[src/rtl/fetch_seq_pkg.sv]
// fetch_seq_pkg: shared types and constants for the fetch sequencer slice
package fetch_seq_pkg;

    typedef enum logic [2:0] {
        IDLE,
        FETCH,
        WAIT,
        ISSUE,
        BRANCH,
        DONE
    } fseq_state_e;

    localparam logic [8:0] HALT_INST_DEF = 9'h1FF;
    localparam int         PERF_W        = 16;

endpackage

[src/rtl/fetch_sequencer_if.sv]
// fetch_sequencer_if: instruction-memory read port and decode/branch handshake
interface fetch_sequencer_if #(
    parameter int A = 4,
    parameter int W = 9
) ();

    logic         imem_req;
    logic [A-1:0] imem_addr;
    logic         imem_rvalid;
    logic [W-1:0] imem_rdata;
    logic         inst_valid;
    logic [W-1:0] inst;
    logic         dec_ready;
    logic         dec_branch;
    logic         br_resolve;
    logic         br_taken;

    modport master (
        output imem_req, imem_addr, inst_valid, inst,
        input  imem_rvalid, imem_rdata, dec_ready, dec_branch, br_resolve, br_taken
    );

    modport slave (
        input  imem_req, imem_addr, inst_valid, inst,
        output imem_rvalid, imem_rdata, dec_ready, dec_branch, br_resolve, br_taken
    );

endinterface

[src/rtl/fseq_perf_cnt.sv]
// fseq_perf_cnt: saturating event counter with synchronous clear
module fseq_perf_cnt
    import fetch_seq_pkg::*;
(
    input  logic              clk,
    input  logic              reset,
    input  logic              clr_i,
    input  logic              inc_i,
    output logic [PERF_W-1:0] cnt_o
);

    logic [PERF_W-1:0] cnt_q;

    // clear wins over increment; the count sticks at all-ones
    always_ff @(posedge clk) begin
        if (reset || clr_i) cnt_q <= '0;
        else if (inc_i && !(&cnt_q)) cnt_q <= cnt_q + 1'b1;
    end

    assign cnt_o = cnt_q;

endmodule

[src/rtl/fetch_sequencer.sv]
// fetch_sequencer: control FSM owning the PC register controls, imem reads and
// decode handoff. Define FETCH_SEQ_PERF_EN to add the cyc_cnt/stall_cnt counters.
module fetch_sequencer
    import fetch_seq_pkg::*;
#(
    parameter int           A         = 4,
    parameter int           W         = 9,
    parameter logic [W-1:0] HALT_INST = HALT_INST_DEF
) (
    input  logic                clk,
    input  logic                reset,
    input  logic                start,
    input  logic [A-1:0]        start_addr,
    input  logic [A-1:0]        pc,
    output logic                pc_load,
    output logic                pc_hold,
    output logic                pc_branch,
    output logic                pc_take,
    fetch_sequencer_if.master   bus,
    output logic                done
`ifdef FETCH_SEQ_PERF_EN
    ,
    output logic [PERF_W-1:0]   cyc_cnt,
    output logic [PERF_W-1:0]   stall_cnt
`endif
);

    localparam logic [2:0] S_IDLE   = IDLE;
    localparam logic [2:0] S_FETCH  = FETCH;
    localparam logic [2:0] S_WAIT   = WAIT;
    localparam logic [2:0] S_ISSUE  = ISSUE;
    localparam logic [2:0] S_BRANCH = BRANCH;
    localparam logic [2:0] S_DONE   = DONE;

    logic [2:0]   state_q, state_d;
    logic [W-1:0] inst_q, inst_d;
    logic         req, valid;
    logic         unused_start_addr;

    // start_addr goes straight to the PC register; the sequencer only pulses pc_load
    assign unused_start_addr = ^start_addr;

    // next state, instruction latch and all control strobes; reset forces the idle pattern
    always_comb begin
        state_d   = state_q;
        inst_d    = inst_q;
        pc_load   = 1'b0;
        pc_hold   = 1'b1;
        pc_branch = 1'b0;
        pc_take   = 1'b0;
        req       = 1'b0;
        valid     = 1'b0;
        done      = 1'b0;
        case (state_q)
            S_IDLE, S_DONE: begin
                done = (state_q == S_DONE);
                if (start) begin
                    pc_load = 1'b1;
                    state_d = S_FETCH;
                end
            end
            S_FETCH: begin
                req     = 1'b1;
                state_d = S_WAIT;
            end
            S_WAIT: begin
                if (bus.imem_rvalid) begin
                    inst_d  = bus.imem_rdata;
                    state_d = (bus.imem_rdata == HALT_INST) ? S_DONE : S_ISSUE;
                end
            end
            S_ISSUE: begin
                valid = 1'b1;
                if (bus.dec_ready) begin
                    pc_hold = bus.dec_branch;
                    state_d = bus.dec_branch ? S_BRANCH : S_FETCH;
                end
            end
            S_BRANCH: begin
                if (bus.br_resolve) begin
                    pc_hold   = 1'b0;
                    pc_branch = 1'b1;
                    pc_take   = bus.br_taken;
                    state_d   = S_FETCH;
                end
            end
            default: state_d = S_IDLE;
        endcase
        if (reset) begin
            pc_load   = 1'b0;
            pc_hold   = 1'b1;
            pc_branch = 1'b0;
            pc_take   = 1'b0;
            req       = 1'b0;
            valid     = 1'b0;
            done      = 1'b0;
        end
    end

    // state and registered instruction
    always_ff @(posedge clk) begin
        if (reset) begin
            state_q <= S_IDLE;
            inst_q  <= '0;
        end else begin
            state_q <= state_d;
            inst_q  <= inst_d;
        end
    end

    assign bus.imem_req   = req;
    assign bus.imem_addr  = pc;
    assign bus.inst_valid = valid;
    assign bus.inst       = inst_q;

`ifdef FETCH_SEQ_PERF_EN
    logic cyc_inc, stall_inc;

    assign cyc_inc   = (state_q != S_IDLE) && (state_q != S_DONE);
    assign stall_inc = (state_q == S_WAIT) || (state_q == S_BRANCH) ||
                       ((state_q == S_ISSUE) && !bus.dec_ready);

    fseq_perf_cnt u_cyc (
        .clk   (clk),
        .reset (reset),
        .clr_i (pc_load),
        .inc_i (cyc_inc),
        .cnt_o (cyc_cnt)
    );

    fseq_perf_cnt u_stall (
        .clk   (clk),
        .reset (reset),
        .clr_i (pc_load),
        .inc_i (stall_inc),
        .cnt_o (stall_cnt)
    );
`endif

endmodule

[src/flat_wrapper.sv]
// flat-port wrapper written by rule: the top's interface ports become plain ports
module fetch_sequencer_flat import fetch_seq_pkg::*;
#(
    parameter int           A         = 4,
    parameter int           W         = 9,
    parameter logic [W-1:0] HALT_INST = HALT_INST_DEF
)
  (clk, reset, start, start_addr, pc, pc_load, pc_hold, pc_branch, pc_take, done, bus_imem_req, bus_imem_addr, bus_inst_valid, bus_inst, bus_imem_rvalid, bus_imem_rdata, bus_dec_ready, bus_dec_branch, bus_br_resolve, bus_br_taken);
  fetch_sequencer_if #(.A(A), .W(W)) bus_i ();
  input  logic clk;
  input  logic reset;
  input  logic start;
  input  logic [A-1:0] start_addr;
  input  logic [A-1:0] pc;
  output logic pc_load;
  output logic pc_hold;
  output logic pc_branch;
  output logic pc_take;
  output logic done;
  output wire logic [$bits(bus_i.imem_req)-1:0] bus_imem_req;
  output wire logic [$bits(bus_i.imem_addr)-1:0] bus_imem_addr;
  output wire logic [$bits(bus_i.inst_valid)-1:0] bus_inst_valid;
  output wire logic [$bits(bus_i.inst)-1:0] bus_inst;
  input wire logic [$bits(bus_i.imem_rvalid)-1:0] bus_imem_rvalid;
  input wire logic [$bits(bus_i.imem_rdata)-1:0] bus_imem_rdata;
  input wire logic [$bits(bus_i.dec_ready)-1:0] bus_dec_ready;
  input wire logic [$bits(bus_i.dec_branch)-1:0] bus_dec_branch;
  input wire logic [$bits(bus_i.br_resolve)-1:0] bus_br_resolve;
  input wire logic [$bits(bus_i.br_taken)-1:0] bus_br_taken;
  assign bus_imem_req = bus_i.imem_req;
  assign bus_imem_addr = bus_i.imem_addr;
  assign bus_inst_valid = bus_i.inst_valid;
  assign bus_inst = bus_i.inst;
  assign bus_i.imem_rvalid = bus_imem_rvalid;
  assign bus_i.imem_rdata = bus_imem_rdata;
  assign bus_i.dec_ready = bus_dec_ready;
  assign bus_i.dec_branch = bus_dec_branch;
  assign bus_i.br_resolve = bus_br_resolve;
  assign bus_i.br_taken = bus_br_taken;
  fetch_sequencer #(.A(A), .W(W), .HALT_INST(HALT_INST)) u_core (.clk(clk), .reset(reset), .start(start), .start_addr(start_addr), .pc(pc), .pc_load(pc_load), .pc_hold(pc_hold), .pc_branch(pc_branch), .pc_take(pc_take), .bus(bus_i), .done(done));
endmodule
[config.mk]
export PLATFORM = sky130hd
export DESIGN_NAME = fetch_sequencer_flat
export DESIGN_NICKNAME = d
export VERILOG_FILES = /design/src/rtl/fetch_seq_pkg.sv /design/src/rtl/fetch_sequencer_if.sv /design/src/rtl/fseq_perf_cnt.sv /design/src/rtl/fetch_sequencer.sv /design/src/flat_wrapper.sv
export SDC_FILE = /design/constraint.sdc
export NUM_CORES = 1
export LEC_CHECK = 0
export BUFFER_PORTS_ARGS = -buffer_cell sky130_fd_sc_hd__buf_2
export CELL_PAD_IN_SITES_DETAIL_PLACEMENT = 0
export CELL_PAD_IN_SITES_GLOBAL_PLACEMENT = 2
export CORE_UTILIZATION = 20
export DETAILED_ROUTE_END_ITERATION = 16
export GPL_ROUTABILITY_DRIVEN = 0
export GPL_TIMING_DRIVEN = 0
export PLACE_DENSITY_LB_ADDON = 0.1
export SLEW_MARGIN = 20
export SYNTH_ARGS = -nofsm -noshare
export SYNTH_HDL_FRONTEND = slang
export SYNTH_SLANG_ARGS = --single-unit
[constraint.sdc]
create_clock -name clk -period 1.7 [get_ports clk]
set_input_delay 0.085 -clock clk [delete_from_list [all_inputs] [get_ports clk]]
set_output_delay 0.085 -clock clk [all_outputs]
set_load 0.03 [all_outputs]
---- Word-level counts from Yosys, hierarchy flattened ----
Index checks and enable logic that the tools add are counted.
storage, ports and cells
  flip-flop bits (word level) ............. 12
  input port bits ......................... 25
  output and inout port bits .............. 20
  logic and storage cells ................. 42
cells by class
  eq/ne operators ......................... 10
  mux-type cells .......................... 26
  reduce and logical (&&, ||, !) cells .... 4
operator list
  kind                count
  $mux 1              18
  $mux 3              6
  $pmux 3 s5          1
  $eq 9x9->1 const B  1
  $ne 2x2->1 const B  4
  $eq 3x2->1 const B  2
  $eq 3x3->1 const B  2
  $reduce_and 4->1    1
  $eq 3x1->1 const B  1
  $logic_not 3->1     1
  $pmux 1 s2          1
  $reduce_and 2->1    1
  $reduce_or 2->1     1

---- Logic depth before layout (Yosys ltp) ----
Gate-level depths: netlist of the first run.
  word-level depth ........................ 4
  gate-level depth with buffers ........... 6
  mapped depth without buffers ............ 4

---- Worst setup path before layout of the first run ----
No wires, ideal clock.
  path kind ............................... register -> output
  start point ............................. reg u_core.state_q[0]
  end point ............................... out pc_load
  arrival time ............................ 2.152 ns
  data required time ...................... 1.615 ns
  path slack .............................. -0.537 ns
  cell stages (with the launch flop) ...... 4
  buffers on the path ..................... 2
  path through ............................ dfxtp_1 -> buf_2 -> buf_2 -> a2111oi_0
between the ends
  cells in the longest elaborated chain, start to end .. 4
  elaborated cells between the ends (all ways) .. 5
  those cells by class .................... 1 x eq/ne; 2 x mux; 2 x reduce/logical
ends and longest elaborated chain
  what                                           line                    text
  from (decl)                                    fetch_sequencer.sv:35   logic [2:0] state_q, state_d;
  from (signal assigned)                         fetch_sequencer.sv:106  state_q <= state_d;
  $eq 3x3->1 or $logic_not 3->1 (tied branches)  fetch_sequencer.sv:54   case (state_q)
  $reduce_or 2->1 *                              fetch_sequencer.sv:54
  $mux 1 *                                       fetch_sequencer.sv:54
  $mux 1 *                                       fetch_sequencer.sv:89   if (reset) begin
  to (decl)                                      flat_wrapper.sv:15      output logic pc_load;
Mark *: on every way between the ends. The rest lies on a longest branch, timed or not.

---- Worst setup path in the final report of the first run ----
Same ends and word-level chain as after synthesis.

==> qor.txt, run 1 <==
GRT Residual Overflow: 0
Final setup viols: 0
Compound-Gate Fraction of Synth Area: 17.6%
Final ANT Viol Nets: 0
Non-Filler Instances: 178
Initial detailed-routing violation count: 25
Internal Pwr Total: 0.000500 W
Reg2Reg Depth: 6
Syn Inst Count: 94
Distinct cells, synth: 28
Tot Pwr: 0.000791 W
Post-CTS setup buffer count: 0
Sw power: 0.000290 W
Comb power frac: 38.3%
Mux cell area share after synthesis: 2.84%
Tcrit/Tclk final: 91.2%
Final Hold Viols: 0
Worst Hold Class: in2reg
Fin Clk Skew: 3.41 ps
Synthesized area per cell: 7.51 um2
Filler cells: 412
First-pass GRT wire length: 2900 um
Max Slew Vio Count: 0
Cell taking the most area after synthesis: dfxtp_1
Commonest non-fill, non-tap cell in the layout: buf_2
Layout cell share with drive strength beyond 1: 39.4%
Crit path cell chain: buf_2 > o21ai_0 > a2111oi_2 > buf_2
Via count: 757
P_leak: 0.420 nW
Antenna diode count: 0
Seq/Total Area, Yosys: 34.0%
Total GRT Usage: 10.6%
Worst r2r src: u_core.state_q[2]
Most frequent cells in the layout: buf_2, nand2_1, dfxtp_1
Maximum clock rate: 0.645 GHz
WHS Endpoint: u_core.bus.inst[5]
Worst-margin pin slew: 496 ps
Synth top area cells: dfxtp_1, nand2_1, a21oi_1
Simple-Gate Fraction of Synth Area: 33.0%
Die H: 61.4 um
Vias/cell: 4.25
Detailed Place HPWL: 1450 um
Crit path capture type: output port
Cells after DPL: 175
VDD IR-drop max: 325 uV
Mapped Nets: 119
Vias in the first global route: 629
Post-Synth Adder-Cell Area: 0%
Worst Hold Depth: 3
Die W: 61.4 um
Routed length per placed instance: 10.6 um
XOR/XNOR Fraction of Synth Area: 0%
TNS Setup: 0 ps
Arr. time, crit path: 1470 ps
Synth warn: 0
Final net count: 159
Root Driver: clkbuf_4
Top cell type's share of synthesized area: 34.0%
Total CTS buffers: 3
Sequential power share: 40.5%
Initial Utilization: 21.0%
CTS tree: done
Count of hold-fix buffers inserted at cts: 0
Flop-to-flop setup slack: 360 ps
Critical path required time: 1620 ps
Worst hold path startpoint: bus_imem_rdata[5]
Critical Path Start Type: register
Area grow syn2layout: 39.0%
# DRC: 0
Antenna violations before repair: 0
Crit path kind: reg2out
# H-tree levels: 1
Row count: 21
CP Max Fanout: 10
Die ar.: 0.00377 mm2
Clock power frac: 21.2%
Max_cap viols: 0
Ports: 45
Outcome: complete, no violations
Clock-pin slew on the worst setup and hold paths: 70 ps
Port buffer count: 35
R2r endpoint: u_core.bus.inst[5]
Tmin final: 1550 ps
CORE AREA: 0.00336 mm2
Crit-path max cell delay: 310 ps
Largest family of logic cells by synthesized area: simple AND/OR/NAND/NOR gates
Total Wirelength: 1880 um
Post-Syn Area: 706 um2
CP max stage cell: dfxtp_1
FF+latch count, synth: 12
RSZ-0062 raised after global routing: false
Max-slew headroom: 66.9%
Cell mode on critical path: buf_2
Largest net degree at the start of global routing: 11
Sw frac: 36.7%
Pwr Density: 806 mW/mm2
Clk_lat worst skew: 260 ps
Drt pass-1 iters: 4
CTS Buffer Depth: 2
Clock sinks: 12
-- layer usage --
metal / vias to the layer above / share of wire, % / track usage [%] / wire length [um]
met1: 340 / 52 / 14.8 / 970
met4: 0 / 0.53 / 2.86 / 10
li1: 397 / - / - / -
met3: 2 / 4.3 / 3.78 / 80
met2: 18 / 44 / 15.5 / 821
met5: - / 0 / 0 / 0
-- registers in the layout (all words and copies together) (netlist names) --
register / cells
u_core.state_q: 3
u_core.bus.inst: 9
-- Yosys cell counts --
| cell type | count |
|---|---|
| a211oi_1 | 2 |
| mux2i_1 | 2 |
| nand3_1 | 2 |
| o311a_1 | 1 |
| nand2b_4 | 1 |
| o41ai_1 | 1 |
| buf_4 | 5 |
| nand4_1 | 1 |
| nor4_1 | 2 |
| dfxtp_1 | 12 |
| nand2_1 | 25 |
| inv_1 | 3 |
| nor3b_1 | 1 |
| or3_1 | 1 |
| o21bai_1 | 1 |
| buf_2 | 2 |
| and2_1 | 3 |
| o21ai_0 | 3 |
| nor2_1 | 3 |
| nor3_1 | 3 |
| nor3_4 | 1 |
| a2111oi_0 | 1 |
| nand2b_1 | 2 |
| buf_6 | 2 |
| a21oi_1 | 10 |
| nor4b_1 | 1 |
| clkbuf_1 | 2 |
| o221ai_1 | 1 |
-- metrics by stage --
step	hold WS, ps	worst slack, ps	instance area, um2	utilization [%]
after floorplan	221	203	723	-
after global placement	340	360	956	28.4
after detailed placement	345	359	956	28.4
after CTS	49.7	93.3	978	29.1
after global routing	50.4	31.4	981	29.2
final	61.9	149	981	29.2
-- cells by family after synthesis --
| family | count (synthesis) |
|---|---|
| simple gates | 46 |
| compound gates | 20 |
| buf+inv | 14 |
| flops | 12 |
| mux | 2 |
-- power groups by stage --
stage          sequential [W]  combinational, W  clock (W)
3_3_place_gp         0.000326          0.000305          0
2_1_floorplan        0.000350          0.000196          0
5_1_grt              0.000323          0.000332   0.000199
3_5_place_dp         0.000327          0.000302          0
6_report             0.000320          0.000303   0.000168
4_1_cts              0.000321          0.000302   0.000183
-- critical path: cells and delay by family (launching register included) --
kind	cells	cell delay (ps)
buffers and inverters	2	460
AOI/OAI and AO/OA	2	430
DFF	1	310
-- timing repair --
| action | 4_1_cts | 5_1_grt |
|---|---|---|
| resized for setup | 0 | 2 |
| hold endpoints to repair | 0 | 0 |
| setup endpoints to repair | 0 | 1 |
-- worst max path at each step --
stage,start,endpoint,slack (ps),cells past startpoint
2_1_floorplan,u_core.state_q[0],done,200,3
3_3_place_gp,u_core.state_q[2],u_core.bus.inst[6],360,6
3_5_place_dp,u_core.state_q[2],u_core.bus.inst[5],360,6
4_1_cts,u_core.state_q[0],pc_hold,90,6
5_1_grt,u_core.state_q[0],pc_hold,30,6
6_report,u_core.state_q[0],pc_load,150,4
-- area by class of cell --
type / count / area, um2 / area share, %
multi-input combinational: 68 / 394 / 40.2
tap: 46 / 57.6 / 5.87
sequential: 12 / 240 / 24.5
buffer: 11 / 80.1 / 8.16
clock buffer: 3 / 22.5 / 2.30
inverter: 3 / 11.3 / 1.15
timing repair buffer: 35 / 175 / 17.9
(Power assumes the default switching activity.)
==> inputs of run 2 (changes only) <==
--- a/config.mk
+++ b/config.mk
@@ -5,10 +5,11 @@
 export SDC_FILE = /design/constraint.sdc
 export NUM_CORES = 1
 export LEC_CHECK = 0
+export ABC_AREA = 1
 export BUFFER_PORTS_ARGS = -buffer_cell sky130_fd_sc_hd__buf_2
 export CELL_PAD_IN_SITES_DETAIL_PLACEMENT = 0
 export CELL_PAD_IN_SITES_GLOBAL_PLACEMENT = 2
-export CORE_UTILIZATION = 20
+export CORE_UTILIZATION = 19
 export DETAILED_ROUTE_END_ITERATION = 16
 export GPL_ROUTABILITY_DRIVEN = 0
 export GPL_TIMING_DRIVEN = 0
==> run 2 against run 1 <==
  * Combinational power is 9.2% higher
  * Power is 17% higher
  * Synthesized cell count is 18% higher
  * Largest cell class unchanged
  * Sequential power is 6.2% higher
  * Critical endpoint is now pc_hold
  * Synthesized area is 0.53% higher
  * Fmax is 5.4% higher
  * Utilization is 0.67 points lower
  * Worst setup slack better by 79 ps
  * Critical path depth is 3 higher
  * Clock skew hardly changed
  * Via count is 5.4% higher
  * Critical path type unchanged
  * Flip-flop and latch count stayed put
==> qor.txt, run 2 <==
Pwr Density: 939 mW/mm2 (+16%)
Simple-Gate Fraction of Synth Area: 40.0% (+7.1 points)
Max_cap viols: 0 (unchanged)
Tcrit/Tclk final: 86.6% (-4.7 points)
Distinct cells, synth: 21 (-25%)
Seq/Total Area, Yosys: 33.9% (-0.18 points)
Worst-margin pin slew: 529 ps (+32.8 ps)
# DRC: 0 (unchanged)
Ports: 45 (unchanged)
Cell taking the most area after synthesis: dfxtp_1
Total GRT Usage: 9.70% (-0.92 points)
GRT Residual Overflow: 0 (unchanged)
RSZ-0062 raised after global routing: false
Row count: 21 (unchanged)
Met1 Use GR: 13.5% (-1.3 points)
Post-Synth Adder-Cell Area: 0% (unchanged)
Mapped Nets: 136 (+14%)
Top cell type's share of synthesized area: 33.9% (-0.18 points)
Final Hold Viols: 0 (unchanged)
Most numerous cell in the Yosys netlist: nand2_1
Initial Utilization: 20.5% (-0.53 points)
Clock sinks: 12 (unchanged)
Die ar.: 0.00398 mm2 (+5.6%)
Routed length per placed instance: 10.1 um (-4.1%)
Count of hold-fix buffers inserted at cts: 0 (unchanged)
Synthesized area per cell: 6.39 um2 (-15%)
Synth warn: 0 (unchanged)
Met3 Use GR: 3.62% (-0.16 points)
Die W: 63.1 um (+2.8%)
Commonest non-fill, non-tap cell in the layout: buf_2
CTS tree: done
Drt pass-1 iters: 4 (unchanged)
TNS Setup: 0 ps (unchanged)
Post-Syn Area: 709 um2 (+0.53%)
First-pass GRT wire length: 2970 um (+2.4%)
Port buffer count: 35 (unchanged)
Layout cell share with drive strength beyond 1: 36.9% (-2.5 points)
Cells after DPL: 192 (+9.7%)
Initial detailed-routing violation count: 30 (+20%)
Post-CTS setup buffer count: 0 (unchanged)
Die H: 63.1 um (+2.8%)
Met2 usage: 14.5% (-1.0 points)
Filler cells: 416 (+0.97%)
Largest family of logic cells by synthesized area: simple AND/OR/NAND/NOR gates
Critical path required time: 1620 ps (about the same)
Antenna diode count: 0 (unchanged)
Maximum clock rate: 0.680 GHz (+5.4%)
Largest net degree at the start of global routing: 11 (unchanged)
Synth cell count leaders: nand2_1, a21oi_1, dfxtp_1
FF+latch count, synth: 12 (unchanged)
Final setup viols: 0 (unchanged)
Vias/cell: 4.09 (-3.8%)
Number of flip-flops in the largest register: 9 (unchanged)
CP Max Fanout: 7 (-3)
Post-synth top flop: dfxtp_1
P_leak: 0.488 nW (+16%)
Max-slew headroom: 64.7% (-2.2 points)
Outcome: complete, no violations
Syn Inst Count: 111 (+18%)
Crit path capture type: output port
Worst Hold Class: in2reg
Final ANT Viol Nets: 0 (unchanged)
Total CTS buffers: 3 (unchanged)
CTS Buffer Depth: 2 (unchanged)
Antenna violations before repair: 0 (unchanged)
Arr. time, crit path: 1390 ps (-80 ps)
Via count: 798 (+5.4%)
Gr busiest metal: met2
XOR/XNOR Fraction of Synth Area: 0% (unchanged)
# H-tree levels: 1 (unchanged)
Crit path kind: reg2out
Most frequent cells in the layout: buf_2, nand2_1, a21oi_1
Root Driver: clkbuf_8
Max Slew Vio Count: 0 (unchanged)
Final net count: 176 (+11%)
Fin Clk Skew: 3.55 ps (+0.134 ps)
Clock-pin slew on the worst setup and hold paths: 50 ps (-20 ps)
Vias in the first global route: 658 (+4.6%)
Tmin final: 1470 ps (-79.4 ps)
Clk_lat worst skew: 240 ps (-20 ps)
Ys async rst share: 0% (unchanged)
Post-synth EDFFs: 0 (unchanged)
VDD IR-drop max: 505 uV (+55%)
Detailed Place HPWL: 1520 um (+5.2%)
Total Wirelength: 1980 um (+5.0%)
Mux cell area share after synthesis: 0% (-2.8 points)
Non-Filler Instances: 195 (+9.6%)
Post-cts sizing count: 0 (unchanged)
Critical Path Start Type: register
CORE AREA: 0.00347 mm2 (+3.1%)
Area grow syn2layout: 39.3%
Compound-Gate Fraction of Synth Area: 11.6% (-5.9 points)
Synth top area cells: dfxtp_1, nand2_1, a21oi_1
## run 2: cell types whose count changed after synthesis, sizes merged, moves of 3 or more
cell	previous run	this run
nand2	25	36
nand2b	3	0
nor2	3	13
inv	3	12
a21oi	10	13
nand3	2	8
## run 2: cell type report
cell class	instances	area (um2)	area share (%)
clock buffers	3	41.3	4.18
repair buffers	35	175	17.7
flip-flops and latches	12	240	24.3
plain buffers	8	57.6	5.82
multi-input cells	79	372	37.6
well taps	46	57.6	5.82
inverters	12	45.0	4.56
## run 2: layer usage
metal | routed length, um | share of wire (%) | vias up
li1 | - | - | 428
met1 | 984 | 50 | 337
met2 | 843 | 43 | 33
met3 | 149 | 7.5 | 0
met4 | 0 | 0 | 0
met5 | 0 | 0 | -
## run 2: logic make-up (layout without fill, tap and decap cells)
kind of cell,count (synthesis),in the layout
flops,12,12
compound gates,15,15
simple gates,64,64
buf+inv,20,58
## run 2: where the power goes
part	switching [W]	internal [W]	total [W]
Clock	0.000102	0.000156	0.000258
Sequential	0.0000292	0.000311	0.000340
Combinational	0.000218	0.000113	0.000331
Total	0.000349	0.000579	0.000928
## run 2: worst max-delay path, cell delays in order, from the launching register on
cell and delay (ps):
dfxtp_1 440, nand2_1 100, nor2_2 130, nand2_1 100, nand2_2 80, inv_2 40
nand3_1 60, buf_2 190
## run 2: final timing paths
path | from | end | slack (ps) | cells past startpoint
max reg2reg | u_core.state_q[0] | u_core.bus.inst[2] | 480 | 6
max | u_core.state_q[1] | pc_hold | 230 | 7
min reg2reg | u_core.bus.inst[5] | u_core.bus.inst[5] | 450 | 2
min | bus_imem_rdata[2] | u_core.bus.inst[2] | 110 | 3
## run 2: through the flow
| stage | power (W) | instance area (um2) | setup WS (ps) | util [%] | hold WS (ps) |
|---|---|---|---|---|---|
| 6_report | 0.000928 | 988 | 228 | 28.5 | 109 |
| 5_1_grt | 0.000999 | 988 | 128 | 28.5 | 100 |
| 4_1_cts | 0.000945 | 988 | 212 | 28.5 | 101 |
| 3_5_place_dp | 0.000678 | 947 | 473 | 27.3 | 356 |
| 3_3_place_gp | 0.000683 | 947 | 458 | 27.3 | 351 |
| 2_1_floorplan | 0.000587 | 714 | 191 | - | 232 |
==> inputs of run 3 (changes only) <==
==> constraint.sdc (replaced) <==
create_clock -name clk -period 1.4 [get_ports clk]
set_input_delay 0.07 -clock clk [delete_from_list [all_inputs] [get_ports clk]]
set_output_delay 0.07 -clock clk [all_outputs]
set_load 0.03 [all_outputs]
==> run 3 against run 2 <==
  * Power is 26% higher
  * Cell area increased by 6.2%
  * Critical path depth unchanged
  * Worst setup slack got worse by 160 ps
  * Sequential power rose by 27%
  * Critical path type unchanged
  * Critical endpoint unchanged
==> qor.txt, run 3 (same netlist as run 2, synthesis figures left out) <==
Total CTS buffers: 3 (unchanged)
First-pass GRT wire length: 3170 um (+7.0%)
Layout cell share with drive strength beyond 1: 43.0% (+6.0 points)
Flop-to-flop setup slack: 180 ps (-300 ps)
Final net count: 176 (unchanged)
Crit-path max cell delay: 390 ps (-50 ps)
Final Hold Viols: 0 (unchanged)
Max_cap viols: 0 (unchanged)
Clock-pin slew on the worst setup and hold paths: 50 ps (about the same)
Tcrit/Tclk final: 95.2%
Largest net degree at the start of global routing: 11 (unchanged)
Ports: 45 (unchanged)
Final setup viols: 0 (unchanged)
# DRC: 0 (unchanged)
CTS tree: done
Die H: 63.1 um (unchanged)
CORE AREA: 0.00347 mm2 (unchanged)
Vias/cell: 4.27 (+4.3%)
CTS Buffer Depth: 2 (unchanged)
Number of flip-flops in the largest register: 9 (unchanged)
Total Wirelength: 2030 um (+2.5%)
Final instance area: 0.00105 mm2 (+6.2%)
Post-place instance area: 953 um2 (+0.66%)
Crit path capture type: output port
Final ANT Viol Nets: 0 (unchanged)
Root Driver: clkbuf_8
Initial detailed-routing violation count: 15 (-50%)
WHS: 92.9 ps (-16.2 ps)
Reg2Reg Depth: 7 (+1)
Outcome: complete, no violations
Die W: 63.1 um (unchanged)
Arr. time, crit path: 1260 ps (-130 ps)
RSZ-0062 raised after global routing: true
Tmin final: 1330 ps
Via count: 832 (+4.3%)
Row count: 21 (unchanged)
Clock sinks: 12 (unchanged)
VDD IR-drop max: 543 uV (+7.6%)
P_leak: 0.508 nW (+3.9%)
Fin Clk Skew: 2.10 ps (-1.45 ps)
Commonest non-fill, non-tap cell in the layout: nand2_1
Critical Path Start Type: register
Vias in the first global route: 723 (+9.9%)
Antenna violations before repair: 0 (unchanged)
CP max stage cell: dfxtp_4
Clk_lat worst skew: 240 ps (about the same)
CP Max Fanout: 7 (unchanged)
Post-CTS setup buffer count: 0 (unchanged)
Count of hold-fix buffers inserted at cts: 0 (unchanged)
# H-tree levels: 1 (unchanged)
Maximum clock rate: 0.750 GHz
Max Slew Vio Count: 0 (unchanged)
Initial Utilization: 20.5% (unchanged)
Filler cells: 410 (-1.4%)
Routed length per placed instance: 10.4 um (+2.5%)
Crit path kind: reg2out
Max-slew headroom: 64.7% (about the same)
Drt pass-1 iters: 4 (unchanged)
GRT Residual Overflow: 0 (unchanged)
Critical path required time: 1330 ps (-290 ps)
Total GRT Usage: 10.5% (+0.77 points)
Worst Hold Depth: 3 (unchanged)
Worst Hold Class: in2reg
Area grow syn2layout: 48.0%
Most frequent cells in the layout: nand2_1, buf_2, a21oi_1
Worst-margin pin slew: 529 ps (+0.0620 ps)
Crit path cell chain: nand2_1 > nor2_2 > nand2_1 > nand2_2 > inv_2 > nand3_1 > buf_6
Pwr Density: 1120 mW/mm2 (+19%)
Antenna diode count: 0 (unchanged)
Port buffer count: 35 (unchanged)
Die ar.: 0.00398 mm2 (unchanged)
Cell mode on critical path: nand2_1
Detailed Place HPWL: 1540 um (+0.91%)
==> run 3: cell counts in the layout (fill, tap and decap cells not counted) <==
No cell type changed its count.
==> run 3: layout make-up <==
cell class              instances  area (um2)  area share [%]
plain buffers                   8        57.6            5.48
repair buffers                 35         190            18.1
multi-input cells              79         410            39.1
well taps                      46        57.6            5.48
clock buffers                   3        41.3            3.93
inverters                      12        45.0            4.29
flip-flops and latches         12         248            23.6
==> run 3: worst max-delay path: cells and delay by family (launching register included) <==
family                 cells  cell delay, ps
buffers and inverters      2             180
and+or+nand+nor            5             460
DFF                        1             390
==> run 3: where the power goes <==
| part | internal, W | total, W | switching, W |
|---|---|---|---|
| sequential | 0.000386 | 0.000431 | 0.0000441 |
| clock | 0.000189 | 0.000309 | 0.000120 |
| combinational | 0.000154 | 0.000433 | 0.000279 |
| total | 0.000729 | 0.00117 | 0.000443 |
==> run 3: final timing paths <==
kind | to | from
max | pc_hold | u_core.state_q[1]
min reg2reg | u_core.bus.inst[3] | u_core.bus.inst[3]
max reg2reg | u_core.state_q[1] | u_core.state_q[1]
min | u_core.bus.inst[6] | bus_imem_rdata[6]
==> run 3: timing repair <==
item	in CTS	in global routing
gates resized for setup	2	17
pin swaps	0	2
setup endpoints to repair	2	3
==> run 3: per-layer routing <==
metal / track usage [%] / wire length, um / share of wire [%]
met5: 0 / 0 / 0
met4: 3.49 / 13 / 0.64
met3: 3.99 / 137 / 6.8
met2: 16.7 / 966 / 48
met1: 12.8 / 908 / 45
==> run 3: through the flow <==
stage                     util [%]  setup WS, ps  TNS, ps  power [W]  std cells
after floorplan                  -         -17.5    -17.5   0.000716        111
after global placement        27.5           148        0   0.000834        192
after detailed placement      27.5           181        0   0.000828        192
after CTS                     28.8          1.43        0    0.00115        195
after global routing          30.3         -6.67    -17.5    0.00126        195
final                         30.3          66.9        0    0.00117        195
